### src/rtl/proc_seq_pkg.sv
// Shared definitions for the instruction sequencer: state encoding, opcode fields, decode helpers.
// Combinational helpers only; no latency and no flow control.
package proc_seq_pkg;

  localparam int INSTR_W = 9;
  localparam int COUNT_W = 8;
  localparam logic [2:0] OPC_MVI = 3'b001;

  typedef enum logic [2:0] {
    ST_IDLE,
    ST_FETCH,
    ST_ISSUE,
    ST_EXEC,
    ST_FAULT
  } state_t;

  // Any instruction word with bit 8 set has no defined opcode.
  function automatic logic is_illegal(input logic [INSTR_W-1:0] instr);
    return instr[INSTR_W-1];
  endfunction

  function automatic logic is_mvi(input logic [INSTR_W-1:0] instr);
    return instr[8:6] == OPC_MVI;
  endfunction

endpackage

### src/rtl/proc_sequencer_if.sv
// Control, ROM and processor-side signals of the sequencer.
// master = sequencer, slave = the surrounding system (ROM, processor, host control).
interface proc_sequencer_if
  import proc_seq_pkg::*;
#(
  parameter int ADDR_W = 5
);
  logic                start;
  logic                halt;
  logic [ADDR_W-1:0]   start_addr;
  logic [ADDR_W-1:0]   end_addr;
  logic [ADDR_W-1:0]   mem_addr;
  logic [INSTR_W-1:0]  mem_data;
  logic [INSTR_W-1:0]  din;
  logic                run;
  logic                proc_resetn;
  logic                done;
  logic                busy;
  logic                fault;
  logic [ADDR_W-1:0]   pc;
  logic [COUNT_W-1:0]  instr_count;

  modport master (
    input  start, halt, start_addr, end_addr, mem_data, done,
    output mem_addr, din, run, proc_resetn, busy, fault, pc, instr_count
  );

  modport slave (
    output start, halt, start_addr, end_addr, mem_data, done,
    input  mem_addr, din, run, proc_resetn, busy, fault, pc, instr_count
  );

endinterface

### src/rtl/proc_seq_wdog.sv
// Execution watchdog: counts enabled cycles; o_limit flags the LIMIT-th cycle in progress.
// Flag is combinational from the count (same-cycle); counter saturates, no backpressure.
module proc_seq_wdog #(
  parameter int LIMIT = 3
) (
  input  logic i_clk,
  input  logic i_rst_n,
  input  logic i_clr,
  input  logic i_en,
  output logic o_limit
);

  localparam int CNT_W = $clog2(LIMIT + 1);

  logic [CNT_W-1:0] r_cnt;
  logic             w_sat;

  assign w_sat   = (r_cnt >= CNT_W'(LIMIT));
  // Counts completed cycles, so the current cycle is number r_cnt+1.
  assign o_limit = (r_cnt >= CNT_W'(LIMIT - 1));

  always_ff @(posedge i_clk or negedge i_rst_n) begin
    if (!i_rst_n) begin
      r_cnt <= '0;
    end else if (i_clr) begin
      r_cnt <= '0;
    end else if (i_en && !w_sat) begin
      r_cnt <= r_cnt + 1'b1;
    end
  end

endmodule

### src/rtl/proc_sequencer.sv
// Fetches instructions from a 1-cycle synchronous ROM and issues them to the processor.
// Latency FETCH+ISSUE+EXEC per instruction; EXEC stalls on Done, bounded by the watchdog.
module proc_sequencer
  import proc_seq_pkg::*;
#(
  parameter int ADDR_W     = 5,
  parameter int WDOG_LIMIT = 3
) (
  input  logic             i_clk,
  input  logic             i_rst_n,
  proc_sequencer_if.master io_seq
);

  state_t               r_state;
  state_t               w_next;
  logic [ADDR_W-1:0]    r_pc;
  logic [COUNT_W-1:0]   r_count;
  logic                 r_halt_pend;
  logic [INSTR_W-1:0]   r_ireg;

  logic [ADDR_W-1:0]    w_mem_addr;
  logic [INSTR_W-1:0]   w_din;
  logic                 w_run;
  logic                 w_proc_resetn;
  logic                 w_busy;
  logic                 w_wd_clr;
  logic                 w_wd_en;
  logic                 w_wd_limit;
  logic [ADDR_W-1:0]    w_pc_p1;
  logic [ADDR_W-1:0]    w_pc_next;

  assign w_busy    = (r_state == ST_FETCH) || (r_state == ST_ISSUE) || (r_state == ST_EXEC);
  assign w_pc_p1   = r_pc + ADDR_W'(1);
  // mvi carries its immediate in the following word, so it steps over it.
  assign w_pc_next = is_mvi(r_ireg) ? (r_pc + ADDR_W'(2)) : w_pc_p1;

  proc_seq_wdog #(
    .LIMIT (WDOG_LIMIT)
  ) u_wdog (
    .i_clk   (i_clk),
    .i_rst_n (i_rst_n),
    .i_clr   (w_wd_clr),
    .i_en    (w_wd_en),
    .o_limit (w_wd_limit)
  );

  always_comb begin
    w_next        = r_state;
    w_mem_addr    = r_pc;
    w_din         = '0;
    w_run         = 1'b0;
    w_proc_resetn = 1'b0;
    w_wd_clr      = 1'b0;
    w_wd_en       = 1'b0;
    unique case (r_state)
      ST_IDLE: begin
        if (io_seq.start) w_next = ST_FETCH;
      end
      ST_FETCH: begin
        w_next = ST_ISSUE;
      end
      ST_ISSUE: begin
        if (is_illegal(io_seq.mem_data)) begin
          w_next = ST_FAULT;
        end else begin
          w_din         = io_seq.mem_data;
          w_run         = 1'b1;
          w_proc_resetn = 1'b1;
          w_mem_addr    = w_pc_p1;
          w_wd_clr      = 1'b1;
          w_next        = ST_EXEC;
        end
      end
      ST_EXEC: begin
        w_run         = 1'b1;
        w_proc_resetn = 1'b1;
        // Hold the prefetch address so the ROM keeps presenting the immediate.
        w_mem_addr    = w_pc_p1;
        w_wd_en       = 1'b1;
        w_din         = is_mvi(r_ireg) ? io_seq.mem_data : r_ireg;
        if (io_seq.done) begin
          if (r_halt_pend || io_seq.halt || (w_pc_next == io_seq.end_addr)) begin
            w_next = ST_IDLE;
          end else begin
            w_next = ST_FETCH;
          end
        end else if (w_wd_limit) begin
          w_next = ST_FAULT;
        end
      end
      ST_FAULT: begin
        if (io_seq.start) w_next = ST_IDLE;
      end
      default: begin
        w_next = ST_IDLE;
      end
    endcase
  end

  always_ff @(posedge i_clk or negedge i_rst_n) begin
    if (!i_rst_n) begin
      r_state     <= ST_IDLE;
      r_pc        <= '0;
      r_count     <= '0;
      r_halt_pend <= 1'b0;
      r_ireg      <= '0;
    end else begin
      r_state <= w_next;
      if (w_busy && io_seq.halt) r_halt_pend <= 1'b1;
      unique case (r_state)
        ST_IDLE: begin
          if (io_seq.start) begin
            r_pc        <= io_seq.start_addr;
            r_count     <= '0;
            r_halt_pend <= 1'b0;
          end
        end
        ST_ISSUE: begin
          if (!is_illegal(io_seq.mem_data)) r_ireg <= io_seq.mem_data;
        end
        ST_EXEC: begin
          if (io_seq.done) begin
            r_pc    <= w_pc_next;
            r_count <= r_count + 1'b1;
          end
        end
        default: begin
        end
      endcase
    end
  end

  assign io_seq.mem_addr    = w_mem_addr;
  assign io_seq.din         = w_din;
  assign io_seq.run         = w_run;
  assign io_seq.proc_resetn = w_proc_resetn;
  assign io_seq.busy        = w_busy;
  assign io_seq.fault       = (r_state == ST_FAULT);
  assign io_seq.pc          = r_pc;
  assign io_seq.instr_count = r_count;

endmodule

### src/flat_wrapper.sv
// flat-port wrapper written by rule: the top's interface ports become plain ports
module proc_sequencer_flat import proc_seq_pkg::*;
#(
  parameter int ADDR_W     = 5,
  parameter int WDOG_LIMIT = 3
)
  (i_clk, i_rst_n, io_seq_start, io_seq_halt, io_seq_start_addr, io_seq_end_addr, io_seq_mem_data, io_seq_done, io_seq_mem_addr, io_seq_din, io_seq_run, io_seq_proc_resetn, io_seq_busy, io_seq_fault, io_seq_pc, io_seq_instr_count);
  proc_sequencer_if #(.ADDR_W(ADDR_W)) io_seq_i ();
  input  logic i_clk;
  input  logic i_rst_n;
  input wire logic [$bits(io_seq_i.start)-1:0] io_seq_start;
  input wire logic [$bits(io_seq_i.halt)-1:0] io_seq_halt;
  input wire logic [$bits(io_seq_i.start_addr)-1:0] io_seq_start_addr;
  input wire logic [$bits(io_seq_i.end_addr)-1:0] io_seq_end_addr;
  input wire logic [$bits(io_seq_i.mem_data)-1:0] io_seq_mem_data;
  input wire logic [$bits(io_seq_i.done)-1:0] io_seq_done;
  output wire logic [$bits(io_seq_i.mem_addr)-1:0] io_seq_mem_addr;
  output wire logic [$bits(io_seq_i.din)-1:0] io_seq_din;
  output wire logic [$bits(io_seq_i.run)-1:0] io_seq_run;
  output wire logic [$bits(io_seq_i.proc_resetn)-1:0] io_seq_proc_resetn;
  output wire logic [$bits(io_seq_i.busy)-1:0] io_seq_busy;
  output wire logic [$bits(io_seq_i.fault)-1:0] io_seq_fault;
  output wire logic [$bits(io_seq_i.pc)-1:0] io_seq_pc;
  output wire logic [$bits(io_seq_i.instr_count)-1:0] io_seq_instr_count;
  assign io_seq_i.start = io_seq_start;
  assign io_seq_i.halt = io_seq_halt;
  assign io_seq_i.start_addr = io_seq_start_addr;
  assign io_seq_i.end_addr = io_seq_end_addr;
  assign io_seq_i.mem_data = io_seq_mem_data;
  assign io_seq_i.done = io_seq_done;
  assign io_seq_mem_addr = io_seq_i.mem_addr;
  assign io_seq_din = io_seq_i.din;
  assign io_seq_run = io_seq_i.run;
  assign io_seq_proc_resetn = io_seq_i.proc_resetn;
  assign io_seq_busy = io_seq_i.busy;
  assign io_seq_fault = io_seq_i.fault;
  assign io_seq_pc = io_seq_i.pc;
  assign io_seq_instr_count = io_seq_i.instr_count;
  proc_sequencer #(.ADDR_W(ADDR_W), .WDOG_LIMIT(WDOG_LIMIT)) u_core (.i_clk(i_clk), .i_rst_n(i_rst_n), .io_seq(io_seq_i));
endmodule
### config.mk
export PLATFORM = sky130hd
export DESIGN_NAME = proc_sequencer_flat
export DESIGN_NICKNAME = d
export VERILOG_FILES = /design/src/rtl/proc_seq_pkg.sv /design/src/rtl/proc_sequencer_if.sv /design/src/rtl/proc_seq_wdog.sv /design/src/rtl/proc_sequencer.sv /design/src/flat_wrapper.sv
export SDC_FILE = /design/constraint.sdc
export NUM_CORES = 1
export LEC_CHECK = 0
export CAP_MARGIN = 0
export CORE_MARGIN = 2
export CORE_UTILIZATION = 41
export CTS_CLUSTER_DIAMETER = 80
export CTS_CLUSTER_SIZE = 12
export DETAILED_ROUTE_END_ITERATION = 12
export GPL_ROUTABILITY_DRIVEN = 0
export PLACE_DENSITY_LB_ADDON = 0.3
export SYNTH_ARGS = -nofsm -noshare
export SYNTH_HDL_FRONTEND = slang
export SYNTH_SLANG_ARGS = --single-unit
### constraint.sdc
create_clock -name i_clk -period 1.9 [get_ports i_clk]
set_clock_uncertainty 0.1 [all_clocks]
set_input_delay 0.475 -clock i_clk [delete_from_list [all_inputs] [get_ports i_clk]]
set_output_delay 0.475 -clock i_clk [all_outputs]
set_load 0.01 [all_outputs]
==> results of run 1 <==
[cell type report]
type / count / share of cell area (%)
Multi-Input combinational cell: 150 / 38.9
Timing Repair Buffer: 106 / 32.3
Sequential cell: 27 / 24.4
Tap cell: 50 / 2.26
Clock buffer: 4 / 1.62
Inverter: 4 / 0.542
[worst min-delay path by stage]
stage                     startpoint                           end  slack (ns)
CTS                 u_core.r_ireg[1]              u_core.r_ireg[1]        0.39
detailed placement  u_core.r_ireg[1]              u_core.r_ireg[1]        0.37
floorplan                    i_rst_n  u_core.io_seq.instr_count[0]        0.08
finish              u_core.r_ireg[5]              u_core.r_ireg[5]        0.39
global placement    u_core.r_ireg[1]              u_core.r_ireg[1]        0.37
global route        u_core.r_ireg[1]              u_core.r_ireg[1]        0.40
[power groups by stage]
| stage | Combinational, mW | Clock, mW | Sequential [mW] |
|---|---|---|---|
| after global routing | 2.66 | 0.368 | 0.965 |
| after global placement | 2.13 | 0 | 0.942 |
| after CTS | 2.34 | 0.339 | 0.937 |
| after floorplan | 1.14 | 0 | 0.965 |
| final | 2.42 | 0.334 | 0.941 |
| after detailed placement | 2.19 | 0 | 0.943 |
[placed cells by master, fill, tap and decap left out, types with 2 or more instances in the layout]
cell and n:
sky130_fd_sc_hd__and2_4 2, sky130_fd_sc_hd__a21oi_1 8, sky130_fd_sc_hd__dfrtp_1 26, sky130_fd_sc_hd__nor3_1 2, sky130_fd_sc_hd__a22o_1 7, sky130_fd_sc_hd__dlygate4sd2_1 6
sky130_fd_sc_hd__dlymetal6s2s_1 2, sky130_fd_sc_hd__clkbuf_8 3, sky130_fd_sc_hd__nand2_1 35, sky130_fd_sc_hd__clkdlybuf4s50_1 29, sky130_fd_sc_hd__o21ai_0 5, sky130_fd_sc_hd__buf_6 11
sky130_fd_sc_hd__nor2_4 4, sky130_fd_sc_hd__nor2_2 2, sky130_fd_sc_hd__ha_1 5, sky130_fd_sc_hd__nor2_1 17, sky130_fd_sc_hd__o22ai_1 2, sky130_fd_sc_hd__buf_4 43
sky130_fd_sc_hd__nand3_1 3, sky130_fd_sc_hd__nand2_8 2, sky130_fd_sc_hd__mux2i_1 2, sky130_fd_sc_hd__nand4_1 3, sky130_fd_sc_hd__inv_1 4, sky130_fd_sc_hd__o21ai_1 3
sky130_fd_sc_hd__nand2_4 3, sky130_fd_sc_hd__nor2b_4 2, sky130_fd_sc_hd__buf_2 14, sky130_fd_sc_hd__xnor2_1 8, sky130_fd_sc_hd__and3_1 2, sky130_fd_sc_hd__nand2_2 3
sky130_fd_sc_hd__xor2_1 9
[worst min-delay path, stage by stage (launching register included)]
cell,delay [ns]
sky130_fd_sc_hd__dfrtp_1,0.36
sky130_fd_sc_hd__nand2_1,0.05
sky130_fd_sc_hd__nand2_1,0.05
[state kept, by name, summed over array words and instances (netlist names)]
register	cells
u_core.r_ireg	8
u_core.u_wdog.r_cnt	2
u_core.io_seq.pc	5
u_core.r_halt_pend	1
u_core.io_seq.instr_count	8
u_core.r_state	3
[through the flow]
stage	setup TNS, ns	instance area [µm²]	util (%)	cells	total power, mW
finish	-2.88	2770	69.8	341	3.70
global route	-4.22	2770	69.8	341	3.99
CTS	-2.59	2700	68.0	339	3.62
detailed placement	-15.23	2500	62.9	322	3.13
global placement	-15.02	2500	62.9	322	3.07
floorplan	0	1680	-	191	2.10
[synthesized netlist by cell type, drive strengths merged, types with 3 or more instances]
master / n
inv: 4
mux2i: 3
a21oi: 9
dfrtp: 27
nand2: 43
a22o: 7
nand4: 3
nand3: 4
ha: 5
nor2: 23
o21ai: 8
xnor2: 9
xor2: 9
clkbuf: 3
buf: 7
[metal layers]
metal  share of wire [%]  track usage (%)  vias up
li1                    -                -      855
met1                  43             26.9      817
met3                 4.6             3.78        6
met5                   0                0        -
met4                 1.7             7.00        0
met2                  51             37.3       41
[logic make-up (layout without fill, tap and decap cells)]
family | Yosys count | in the layout | share of synthesized area (%)
XOR/XNOR | 19 | 19 | 10.8
AO/OA/AOI/OAI | 36 | 36 | 15.2
buffers and inverters | 14 | 114 | 4.48
multiplexers | 3 | 3 | 1.79
AND/OR/NAND/NOR | 87 | 87 | 23.7
flip-flops | 27 | 27 | 40.3
adder cells (fa/ha/maj) | 5 | 5 | 3.73
[repair_timing]
| action | in CTS | in global routing |
|---|---|---|
| pin swaps | 20 | 6 |
| setup buffers | 13 | 4 |
| gates cloned | 0 | 0 |
| setup endpoints to repair | 23 | 26 |
| gates resized for setup | 112 | 12 |
==> results.json, run 1 <==
{
  "synth_top_flop_cell": "sky130_fd_sc_hd__dfrtp_1",
  "grt_util_all_layers_pct": 21.5,
  "max-slew-margin-rel_pct": 76.8,
  "ant_nets": 0,
  "worst_hold_path_type": "register to register",
  "synth_top_cells_by_area": "sky130_fd_sc_hd__dfrtp_1 40%, sky130_fd_sc_hd__nand2_1 9.6%, sky130_fd_sc_hd__nor2_1 4.9%",
  "netlist_area_um2": 1680,
  "h-tree-depth": 1,
  "tritoncts_num_sinks": 27,
  "postSynthNetCount": 220,
  "cp_cell_sequence": "buf_6, nand3b_4, nand2_8, nand4_1, xnor2_1, buf_2",
  "rows": 23,
  "start_util_pct": 42.2,
  "routed-via-count": 1719,
  "via_count_of_the_first_global_routing_pass": 1688,
  "timing.rr.end": "u_core.r_state[2]",
  "share_of_total_power_in_combinational_logic_pct": 65.5,
  "post-route-period-util_pct": 112,
  "cp-end-kind": "primary output",
  "max_freq_ghz": 0.471,
  "final.fill_count": 334,
  "path_max_fanout": 7,
  "ys_seq_area_share_pct": 40.3,
  "cts_tree": "yes",
  "regToRegSetupSlack_ns": -0.03,
  "route.detailed.drc": 0,
  "grt_start_max_net_pins": 28,
  "syn-instance-count": 191,
  "switching_share_pct": 41.4,
  "worst_ep_required_time_ns": 1.32,
  "yosysTopAreaCellShare_pct": 40.3,
  "arrival_ns": 1.55,
  "port_buffers": 54,
  "synth.distinct_cells": 41,
  "setup.worst_path.start_class": "register",
  "max_stage_delay_ns": 0.43,
  "outcome": "finished, violations left",
  "reg2reg_depth": 7,
  "area_growth_syn_to_layout_pct": 65.5,
  "io-pin-count": 55,
  "slowest_stage": "sky130_fd_sc_hd__dfrtp_1",
  "placeableCoreArea_um2": 3970,
  "rsz0062_at_grt": "true",
  "cellPowerDensity_nw_per_um2": 1330,
  "finalMaxSlewViolations": 0,
  "nets": 321,
  "timing.final.hold_violations": 0,
  "synthesis.yosys.warnings": 0,
  "place_ws_ns": -0.848,
  "ys_ff_latch": 27,
  "worstSkewPairLatency_ns": 0.28,
  "routedWlPerCell_um": 13.8,
  "drt_first_iter_violations": 51,
  "timing.final.crit_period_ns": 2.12,
  "global_route.overflow_total": 0,
  "p_clk_share_pct": 9.0,
  "r2r_start": "u_core.r_state[2]",
  "path_delay_family": "flip-flops",
  "multiInputGateArea_um2": 1080,
  "setup.worst_path.class": "register to primary output",
  "power_report.internal_total_mw": 2.17,
  "final_layout_size_suffix_gt1_share_pct": 35.4,
  "synth-edff-count": 0,
  "ir_worst_vdd_uv": 562,
  "power.net_switching_mw": 1.53,
  "chipHeight_um": 67.9,
  "dp.final_hpwl_um": 3300,
  "hold-worst-slack_ns": 0.391,
  "holdBufCountCts": 0,
  "cp_num_buf_inv": 2,
  "initial_antenna_violation_count": 0,
  "diodes": 0,
  "design.die.area_um2": 4610,
  "timing.final.setup_violations": 19,
  "routed_wl_um": 4720,
  "cp-startpoint": "u_core.r_state[2]",
  "post_synthesis_area_per_instance_um2": 8.77,
  "cts.path.max_buffers": 2,
  "worst-path-stages": 6,
  "timing_worst_slew_pin_value_ns": 0.348,
  "drt_via_density": 5.04,
  "violations": "setup timing",
  "drt_first_pass_iters": 6,
  "leakagePower_nw": 1.40,
  "numCtsBuffers": 3,
  "clk_transition_reported_paths_ns": 0.09,
  "worst_setup_margin_ns": -0.225,
  "synth_async_sr_flop_share_pct": 100,
  "grt_first_pass_wirelength_um": 7580,
  "seq_power_share_pct": 25.4,
  "register_area_um2": 677,
  "worst_hold_path.num_cells": 2,
  "cts_root_buffer": "sky130_fd_sc_hd__clkbuf_8",
  "die_x_um": 67.9,
  "max_cap_viol_count": 0,
  "synth_area_leader_cell": "sky130_fd_sc_hd__dfrtp_1",
  "worstSetupEndpoint": "io_seq_mem_addr[4]"
}
Note: power is estimated with default switching activity, not from simulation.
==> inputs of run 2 (changes only) <==
CORE_UTILIZATION = 42   (was 41)
SYNTH_HIERARCHICAL = 1   (was not set)
==> run 2 against run 1 <==
The run still ends with setup timing left. Highest routed layer unchanged. First-iteration DRC count fell by 12%. Global-route usage rose by 0.084 points. Critical path type unchanged. Core utilization rose by 1.1 points. Synthesized area rose by 2.7%. Critical endpoint is now io_seq_din[3]. Total power rose by 14%. Cell count fell by 3.5%. Synthesized cell count fell by 5.2%. Count of clock-buffer cells in the layout fell by 1. Non-clock buffer count fell by 4. Via count rose by 0.41%. Final area rose by 1.6%.
==> results.json, run 2 <==
{
  "initial_antenna_violation_count": 0,
  "worst_hold_path_type": "register to register",
  "max-slew-margin-rel_pct": 75.9,
  "diodes": 0,
  "grt_start_max_net_pins": 28,
  "ant_nets": 0,
  "final_layout_size_suffix_gt1_share_pct": 40.1,
  "postPlaceCellArea_um2": 2570,
  "timing.rr.end": "u_core/io_seq.instr_count[7]",
  "seq_power_share_pct": 23.3,
  "multiInputGateArea_um2": 1110,
  "synth-edff-count": 0,
  "power.net_switching_mw": 1.71,
  "synth_common_cells": "27 x sky130_fd_sc_hd__dfrtp_1, 23 x sky130_fd_sc_hd__nor2_1, 13 x sky130_fd_sc_hd__a21oi_1",
  "yosysTopAreaCellShare_pct": 39.3,
  "p_clk_share_pct": 8.3,
  "post_synthesis_area_per_instance_um2": 9.50,
  "timing.final.setup_violations": 17,
  "power_report.internal_total_mw": 2.51,
  "max_freq_ghz": 0.443,
  "max_cap_viol_count": 0,
  "cp-startpoint": "u_core/r_state[1]",
  "worst_setup_margin_ns": -0.355,
  "post-route-period-util_pct": 119,
  "routed-via-count": 1726,
  "arrival_ns": 1.68,
  "setup.worst_path.class": "register to primary output",
  "netlist_area_um2": 1720,
  "final.fill_count": 290,
  "leakagePower_nw": 1.25,
  "synth_area_leader_cell": "sky130_fd_sc_hd__dfrtp_1",
  "synthesis.yosys.warnings": 6,
  "synth_top_cells_by_area": "sky130_fd_sc_hd__dfrtp_1 39%, sky130_fd_sc_hd__xor2_1 5.6%, sky130_fd_sc_hd__nor2_1 5.0%",
  "path_max_fanout": 6,
  "worst_ep_required_time_ns": 1.32,
  "worstSetupEndpoint": "io_seq_din[3]",
  "rsz0062_at_grt": "true",
  "io-pin-count": 55,
  "r2r_start": "u_core/r_state[0]",
  "synth_async_sr_flop_share_pct": 100,
  "drt_first_iter_violations": 45,
  "setup.worst_path.start_class": "register",
  "reg2reg_depth": 6,
  "syn-instance-count": 181,
  "stdcell_area_um2": 2820,
  "postSynthNetCount": 210,
  "via_count_of_the_first_global_routing_pass": 1718,
  "timing_worst_slew_pin_value_ns": 0.362,
  "timing.final.hold_violations": 0,
  "port_buffers": 54,
  "ir_worst_vdd_uv": 715,
  "worstSkewPairLatency_ns": 0.28,
  "dp.final_hpwl_um": 3300,
  "register_area_um2": 681,
  "timing.final.crit_period_ns": 2.26,
  "regToRegSetupSlack_ns": 0.01,
  "p_total_mw": 4.21,
  "switching_share_pct": 40.5,
  "numCtsBuffers": 3,
  "ys_seq_area_share_pct": 39.3,
  "share_of_total_power_in_combinational_logic_pct": 68.4,
  "grt_util_all_layers_pct": 21.6,
  "violations": "setup timing",
  "mostFrequentLayoutCells": "41 x sky130_fd_sc_hd__buf_4, 30 x sky130_fd_sc_hd__clkdlybuf4s50_1, 23 x sky130_fd_sc_hd__dfrtp_1",
  "synth.distinct_cells": 44,
  "mostFrequentLayoutCell": "sky130_fd_sc_hd__buf_4",
  "hold-worst-slack_ns": 0.409,
  "routedWlPerCell_um": 14.4,
  "route.detailed.drc": 0,
  "global_route.overflow_total": 0,
  "area_growth_syn_to_layout_pct": 63.7,
  "grt_first_pass_wirelength_um": 7610,
  "drt_via_density": 5.25,
  "start_util_pct": 43.3,
  "cellPowerDensity_nw_per_um2": 1500,
  "design.die.area_um2": 4620,
  "cts_root_buffer": "sky130_fd_sc_hd__clkbuf_8",
  "h-tree-depth": 1,
  "tritoncts_num_sinks": 27,
  "outcome": "finished, violations left",
  "cts_tree": "yes",
  "post-synth-top-count-cell": "sky130_fd_sc_hd__dfrtp_1",
  "cts.path.max_buffers": 2,
  "die_x_um": 68,
  "rows": 23,
  "cp-end-kind": "primary output",
  "finalMaxSlewViolations": 0,
  "synth_top_flop_cell": "sky130_fd_sc_hd__dfrtp_1",
  "ys_ff_latch": 27,
  "routed_wl_um": 4750,
  "placeableCoreArea_um2": 3970,
  "chipHeight_um": 68,
  "drt_first_pass_iters": 4,
  "clk_transition_reported_paths_ns": 0.11,
  "holdBufCountCts": 0,
  "nets": 309
}
==> run 2: cell count changes after synthesis, moves of 3 or more <==
cell and delta:
sky130_fd_sc_hd__nand2_1 -32, sky130_fd_sc_hd__a21oi_1 +5, sky130_fd_sc_hd__mux2_2 +5, sky130_fd_sc_hd__inv_1 +3
sky130_fd_sc_hd__nor2b_1 +3, sky130_fd_sc_hd__o32ai_1 +3
==> run 2: worst max-delay path, cell delays in order, from the launching register on <==
cell and delay [ns]:
sky130_fd_sc_hd__dfrtp_1 0.44, sky130_fd_sc_hd__nor2b_4 0.15, sky130_fd_sc_hd__nand2_2 0.12, sky130_fd_sc_hd__inv_2 0.06, sky130_fd_sc_hd__a21o_4 0.22, sky130_fd_sc_hd__a22o_1 0.18, sky130_fd_sc_hd__clkdlybuf4s15_2 0.22
==> run 2: cell type report <==
class / instances / share of cell area, %
clock inverter: 1 / 0.267
timing repair buffer: 102 / 31.5
sequential: 27 / 24.2
tap: 50 / 2.22
clock buffer: 3 / 1.47
inverter: 7 / 0.933
multi-input combinational: 139 / 39.5
==> run 2: what timing repair did <==
item,CTS,global route
setup buffers,5,7
resized for setup,108,15
pin swaps,10,10
endpoints found under the setup margin,24,30
endpoints found under the hold margin,0,0
==> run 2: cells by family after synthesis <==
group,Yosys count,share of synthesized area [%]
muxes,11,7.49
DFF,27,39.3
adders and majority gates,5,3.64
xor gates and xnor gates,18,9.16
and+or+nand+nor,62,19.4
AOI/OAI and AO/OA,43,16.7
buffers and inverters,15,4.29
==> run 2: worst min-delay path by stage <==
stage,startpoint,to,slack (ns),depth (start not counted)
2_1_floorplan,i_rst_n,u_core/io_seq.instr_count[0],0.08,0
3_3_place_gp,u_core/r_ireg[0],u_core/r_ireg[0],0.37,1
3_5_place_dp,u_core/r_ireg[0],u_core/r_ireg[0],0.39,1
4_1_cts,u_core/r_ireg[0],u_core/r_ireg[0],0.41,1
5_1_grt,u_core/r_ireg[3],u_core/r_ireg[3],0.44,1
6_report,u_core/r_ireg[0],u_core/r_ireg[0],0.41,1
==> run 2: power groups by stage <==
stage	Clock (mW)	Combinational [mW]	Sequential, mW
floorplan	0	1.29	0.982
global placement	0	2.45	0.956
detailed placement	0	2.50	0.965
CTS	0.353	2.69	0.976
global route	0.376	3.11	1.01
finish	0.348	2.88	0.983
==> run 2: stage by stage <==
stage	setup WS, ns	cells	setup TNS [ns]	util (%)
finish	-0.355	329	-4.00	70.9
global route	-0.423	329	-5.27	70.9
CTS	-0.366	324	-4.11	68.4
detailed placement	-0.878	315	-15.28	64.7
global placement	-0.855	315	-14.54	64.7
floorplan	-0.0221	181	-0.0238	-
==> run 2: layer usage <==
metal	wire length (µm)	vias to the layer above	global-route usage, %
met5	0	-	0
met4	76	0	6.75
met3	220	7	3.62
met2	2400	42	38.5
met1	2050	835	26.3
li1	-	842	-
